`src/rtl/ifetch_unit_if.sv`:
```
// Handshake bundle between the fetch unit, instruction memory, the redirect source
// and the decode stage. The fetch unit connects through the master modport.
interface ifetch_unit_if;
    logic        imem_req_valid;
    logic        imem_req_ready;
    logic [31:0] imem_addr;
    logic        imem_rsp_valid;
    logic [31:0] imem_rsp_data;
    logic        redirect_valid;
    logic [31:0] redirect_pc;
    logic        instr_valid;
    logic        instr_ready;
    logic [31:0] instr;
    logic [31:0] instr_pc;
    logic        fetch_misalign;

    modport master (
        output imem_req_valid, imem_addr, instr_valid, instr, instr_pc, fetch_misalign,
        input  imem_req_ready, imem_rsp_valid, imem_rsp_data, redirect_valid, redirect_pc,
               instr_ready
    );

    modport slave (
        input  imem_req_valid, imem_addr, instr_valid, instr, instr_pc, fetch_misalign,
        output imem_req_ready, imem_rsp_valid, imem_rsp_data, redirect_valid, redirect_pc,
               instr_ready
    );
endinterface

```
`src/rtl/ifetch_unit.sv`:
```
// Single-outstanding instruction fetch unit: request -> wait for response -> hold for
// decode. Redirects replace the PC at any point; an in-flight response is then discarded.
module ifetch_unit #(
    parameter logic [31:0] RESET_PC = 32'h0000_0000
) (
    input  logic          clk,
    input  logic          rst,
    ifetch_unit_if.master bus
);
    localparam logic [31:0] NOP = 32'h0000_0013;

    typedef enum logic [1:0] {
        S_REQ  = 2'd0,
        S_WAIT = 2'd1,
        S_HOLD = 2'd2
    } state_e;

    state_e      state_q, state_d;
    logic [31:0] pc_q, pc_d;
    logic [31:0] instr_q, instr_d;
    logic [31:0] instr_pc_q, instr_pc_d;
    logic        kill_q, kill_d;
    logic        misalign_q, misalign_d;
    logic [31:0] target;

    assign target = {bus.redirect_pc[31:2], 2'b00};

    always_ff @(posedge clk) begin
        if (rst) begin
            state_q    <= S_REQ;
            pc_q       <= RESET_PC;
            kill_q     <= 1'b0;
            instr_q    <= NOP;
            instr_pc_q <= RESET_PC;
            misalign_q <= 1'b0;
        end else begin
            state_q    <= state_d;
            pc_q       <= pc_d;
            kill_q     <= kill_d;
            instr_q    <= instr_d;
            instr_pc_q <= instr_pc_d;
            misalign_q <= misalign_d;
        end
    end

    always_comb begin
        state_d    = state_q;
        pc_d       = pc_q;
        kill_d     = kill_q;
        instr_d    = instr_q;
        instr_pc_d = instr_pc_q;
        misalign_d = bus.redirect_valid && (bus.redirect_pc[1:0] != 2'b00);

        unique case (state_q)
            S_REQ: begin
                // A redirect coinciding with the handshake still issues the request,
                // so its response must be killed on return.
                if (bus.imem_req_ready) begin
                    state_d = S_WAIT;
                    kill_d  = bus.redirect_valid;
                end
                if (bus.redirect_valid) begin
                    pc_d = target;
                end
            end
            S_WAIT: begin
                if (bus.imem_rsp_valid) begin
                    kill_d = 1'b0;
                    if (kill_q || bus.redirect_valid) begin
                        state_d = S_REQ;
                    end else begin
                        instr_d    = bus.imem_rsp_data;
                        instr_pc_d = pc_q;
                        pc_d       = pc_q + 32'd4;
                        state_d    = S_HOLD;
                    end
                end else if (bus.redirect_valid) begin
                    kill_d = 1'b1;
                end
                if (bus.redirect_valid) begin
                    pc_d = target;
                end
            end
            S_HOLD: begin
                // A redirect drops the held word even if decode accepts it this cycle.
                if (bus.redirect_valid) begin
                    pc_d    = target;
                    state_d = S_REQ;
                end else if (bus.instr_ready) begin
                    state_d = S_REQ;
                end
            end
            default: begin
                state_d = S_REQ;
            end
        endcase
    end

    assign bus.imem_req_valid = (state_q == S_REQ) && !rst;
    assign bus.imem_addr      = pc_q;
    assign bus.instr_valid    = (state_q == S_HOLD) && !rst;
    assign bus.instr          = instr_q;
    assign bus.instr_pc       = instr_pc_q;
    assign bus.fetch_misalign = misalign_q;
endmodule

```
`src/flat_wrapper.sv`:
```
// flat-port wrapper written by rule: the top's interface ports become plain ports
module ifetch_unit_flat 
#(
    parameter logic [31:0] RESET_PC = 32'h0000_0000
)
  (clk, rst, bus_imem_req_valid, bus_imem_addr, bus_instr_valid, bus_instr, bus_instr_pc, bus_fetch_misalign, bus_imem_req_ready, bus_imem_rsp_valid, bus_imem_rsp_data, bus_redirect_valid, bus_redirect_pc, bus_instr_ready);
  ifetch_unit_if bus_i ();
  input  logic clk;
  input  logic rst;
  output wire logic [$bits(bus_i.imem_req_valid)-1:0] bus_imem_req_valid;
  output wire logic [$bits(bus_i.imem_addr)-1:0] bus_imem_addr;
  output wire logic [$bits(bus_i.instr_valid)-1:0] bus_instr_valid;
  output wire logic [$bits(bus_i.instr)-1:0] bus_instr;
  output wire logic [$bits(bus_i.instr_pc)-1:0] bus_instr_pc;
  output wire logic [$bits(bus_i.fetch_misalign)-1:0] bus_fetch_misalign;
  input wire logic [$bits(bus_i.imem_req_ready)-1:0] bus_imem_req_ready;
  input wire logic [$bits(bus_i.imem_rsp_valid)-1:0] bus_imem_rsp_valid;
  input wire logic [$bits(bus_i.imem_rsp_data)-1:0] bus_imem_rsp_data;
  input wire logic [$bits(bus_i.redirect_valid)-1:0] bus_redirect_valid;
  input wire logic [$bits(bus_i.redirect_pc)-1:0] bus_redirect_pc;
  input wire logic [$bits(bus_i.instr_ready)-1:0] bus_instr_ready;
  assign bus_imem_req_valid = bus_i.imem_req_valid;
  assign bus_imem_addr = bus_i.imem_addr;
  assign bus_instr_valid = bus_i.instr_valid;
  assign bus_instr = bus_i.instr;
  assign bus_instr_pc = bus_i.instr_pc;
  assign bus_fetch_misalign = bus_i.fetch_misalign;
  assign bus_i.imem_req_ready = bus_imem_req_ready;
  assign bus_i.imem_rsp_valid = bus_imem_rsp_valid;
  assign bus_i.imem_rsp_data = bus_imem_rsp_data;
  assign bus_i.redirect_valid = bus_redirect_valid;
  assign bus_i.redirect_pc = bus_redirect_pc;
  assign bus_i.instr_ready = bus_instr_ready;
  ifetch_unit #(.RESET_PC(RESET_PC)) u_core (.clk(clk), .rst(rst), .bus(bus_i));
endmodule
```
`config.mk`:
```
export PLATFORM = sky130hd
export DESIGN_NAME = ifetch_unit_flat
export DESIGN_NICKNAME = d
export VERILOG_FILES = /design/src/rtl/ifetch_unit_if.sv /design/src/rtl/ifetch_unit.sv /design/src/flat_wrapper.sv
export SDC_FILE = /design/constraint.sdc
export NUM_CORES = 1
export LEC_CHECK = 0
export ABC_CLOCK_PERIOD_IN_PS = 2290
export BUFFER_PORTS_ARGS = -buffer_cell sky130_fd_sc_hd__buf_4
export CAP_MARGIN = 25
export CORE_MARGIN = 2
export CORE_UTILIZATION = 49
export DETAILED_ROUTE_END_ITERATION = 10
export HOLD_SLACK_MARGIN = 0.06
export PLACE_DENSITY = 0.88
export SYNTH_ARGS = -nofsm -noshare
export SYNTH_HDL_FRONTEND = slang
export SYNTH_SLANG_ARGS = --single-unit
```
`constraint.sdc`:
```
create_clock -name clk -period 2.29 [get_ports clk]
set_input_delay 0 -clock clk [delete_from_list [all_inputs] [get_ports clk]]
set_output_delay 0 -clock clk [all_outputs]
set_load 0.02 [all_outputs]
```
==> impl_metrics.toml <==
[routing]
ant_nets = 0
highest_layer = "met4"
wl_met3_um = 1376
drc = 0
vias = 5150
drt_iter0_drc = 429
vias_per_cell = 5.839
wl_um = 15440
wl_met1_um = 6081
wl_per_cell_um = 17.50
drt-pass1-iter-count = 5
wl_met2_um = 7595

[die]
pin_count = 169
initial_core_util_pct = 51.17
die_y_um = 97.10
num_rows = 33
die_area_um2 = 9427
core_um2 = 8299
dieWidth_um = 97.10

[critical_path]
cp.arrival_ps = 2470
crit_top_cell = "nand4_1"
path_buf_inv = 1
required_ps = 2550
cp_max_fo = 11
timing_worst_setup_path_type = "reg2reg"
r2r_start = "u_core.bus.imem_addr[3]$_SDFFE_PP0P_"
slowest_stage = "nor4_1"
setup.worst_path.start = "u_core.bus.imem_addr[3]$_SDFFE_PP0P_"
crit_path_start_kind = "flop"
worstPathCellList = "ha_1 > nand4_1 > nor4_1 > buf_4 > nand4_1 > a311o_1"
crit_family = "simple AND/OR/NAND/NOR gates"
cpPeakStageDelay_ps = 440
end_kind = "flop"

[sta]
drv_slew = 0
max_freq_mhz = 451.1
finalSetupTns_ps = 0
whs_ps = 68.49
finalCritPeriodShare_pct = 96.80
relSlewSlack_pct = 55.66
tightestPinTransition_ps = 665.0
min_period_ps = 2217
hold_viol = 0
fin_worst_skew_ps = 13.74
finalSetupViolCount = 0
rsz0062_at_grt = "false"

[synthesis]
synth_edf_count = 0
synth_area_um2 = 4247
synth_area_per_cell_um2 = 7.638
ys_seq_elements = 96
synthFlopType = "dfxtp_1"
synth_cell_type_count = 54
async_flop_share_pct = 0
yosys_warnings = 0
synth_cells = 556
ys_seq_area_share_pct = 45.26

[clock_tree]
cts-root-buf = "clkbuf_8"
cts_buffers = 9
clock_latency_ps = 370
post_cts_buffers = 0
clk_pin_slew_worst_paths_ps = 100
cts.sinks = 96
h-tree-depth = 3
cts_tree = "yes"
clockBufferDepth = 2
ctsResizeCount = 0

[layout]
layout_commonest_cell = "buf_4"
fill_cells = 575
seqCellArea_um2 = 1922
multi_input_area_um2 = 2126
area_delta_synth_final_pct = 52.24
drive_gt1_share_pct = 26.38
antenna_cells = 0
fin_nets = 844
layout_common_cells = "buf_4 (183), nand2_1 (143), dfxtp_1 (96)"

[placement]
dp.final_hpwl_um = 9794
port_buffers = 164
gp_congestion = 1.030

[job]
maxCapViolations = 0

[outcome]
outcome = "finished clean"

[grt]
grt-ovfl-total = 0
grt_pass1_vias = 4772
grt_pass1_wl_um = 24270
antenna_found_initial = 0
grt_usage_pct = 31.46
grt_max_degree = 54

[min_path]
holdCritPathClass = "in2reg"
hp-start = "bus_redirect_pc[26]"

[pwr]
p_per_area_nw_per_um2 = 568.6
ir_drop_uv = 347.2
p_leak_nw = 2.686
## stage by stage
step	worst slack, ps	utilization [%]	std cells	cell area [um2]	power (mW)
after global placement	353.6	67.18	799	5575	2.369
after CTS	174.0	77.90	882	6465	3.664
final	73.18	77.90	882	6465	3.676
after floorplan	240.0	-	559	4258	2.117
after global routing	12.42	77.90	882	6465	3.800
after detailed placement	265.0	67.18	799	5575	2.384
## state kept, by name, indices dropped and copies added, names as in the netlist
| name | cells |
|---|---|
| u_core.bus.imem_addr | 30 |
| u_core.bus.fetch_misalign | 1 |
| u_core.kill_q | 1 |
| u_core.state_q | 2 |
| u_core.bus.instr | 32 |
| u_core.bus.instr_pc | 30 |
## layer usage
layer | GRT usage [%] | vias up
met2 | 52.83 | 315
met4 | 10.51 | 0
li1 | - | 2380
met3 | 6.403 | 38
met1 | 40.48 | 2417
met5 | 0 | -
## power breakdown
part           leakage, nW  total (mW)  switching [mW]  internal [mW]
registers            0.782        1.81          0.0851           1.73
logic                 1.80       0.648           0.331          0.318
clock network        0.103        1.21           0.602          0.612
total                 2.69        3.68            1.02           2.66
## worst register-to-register path: cells and delay by family (launching register included)
kind	cells	cell delay (ps)
AO/OA/AOI/OAI	1	380
adder cells (fa/ha/maj)	1	260
buffers and inverters	1	260
flip-flops	1	420
AND/OR/NAND/NOR	3	780
## layout make-up
| type | count | share of cell area, % |
|---|---|---|
| Inverter | 6 | 0.3484 |
| Timing Repair Buffer | 251 | 31.78 |
| Sequential cell | 96 | 29.73 |
| Multi-Input combinational cell | 409 | 32.88 |
| Tap cell | 105 | 2.032 |
| Clock inverter | 5 | 1.258 |
| Clock buffer | 10 | 1.974 |
## path summary, 6_finish.rpt
path / depth (start not counted) / end / slack (ps)
hold / removal: 4 / u_core.bus.imem_addr[26]$_SDFFE_PP0P_ / 70
hold reg to reg: 2 / u_core.bus.instr_pc[8]$_SDFFE_PP0P_ / 460
setup reg to reg: 6 / u_core.bus.imem_addr[30]$_SDFFE_PP0P_ / 70
setup / recovery: 6 / u_core.bus.imem_addr[30]$_SDFFE_PP0P_ / 70
## cell families after synthesis
| family | share of synthesized area, % |
|---|---|
| AO/OA/AOI/OAI | 20.74 |
| AND/OR/NAND/NOR | 27.73 |
| buffers and inverters | 5.186 |
| adder cells (fa/ha/maj) | 0.2946 |
| flip-flops | 45.26 |
| multiplexers | 0.7072 |
| other | 0.08831 |
## cell usage after synthesis, drive strengths merged, types with 2 or more instances
master	count	area, um2
a31oi	7	43.79
nor4	7	58.81
dfxtp	96	1922
o21ai	9	45.04
o221a	2	22.52
a32oi	8	70.07
a22oi	5	37.54
inv	5	18.77
o32ai	4	35.03
mux2i	3	30.03
nand3	24	120.1
nor3	10	55.05
clkbuf	40	150.1
nand2	143	536.8
o22ai	6	37.54
o21a	3	22.52
a2bb2oi	2	17.52
o211a	2	20.02
a211oi	2	15.01
a311o	2	20.02
nand3b	2	15.01
and3	8	50.05
and2	4	25.02
nand4	15	108.9
or3	2	12.51
buf	8	47.55
a21oi	83	415.4
nor2	33	123.9
or4	2	15.01
## timing repair
item / 4_1_cts / 5_1_grt
endpoints found under the setup margin: 0 / 0
hold endpoints to repair: 64 / 0
hold buffers: 68 / 0
Note: power is estimated with default switching activity, not from simulation.
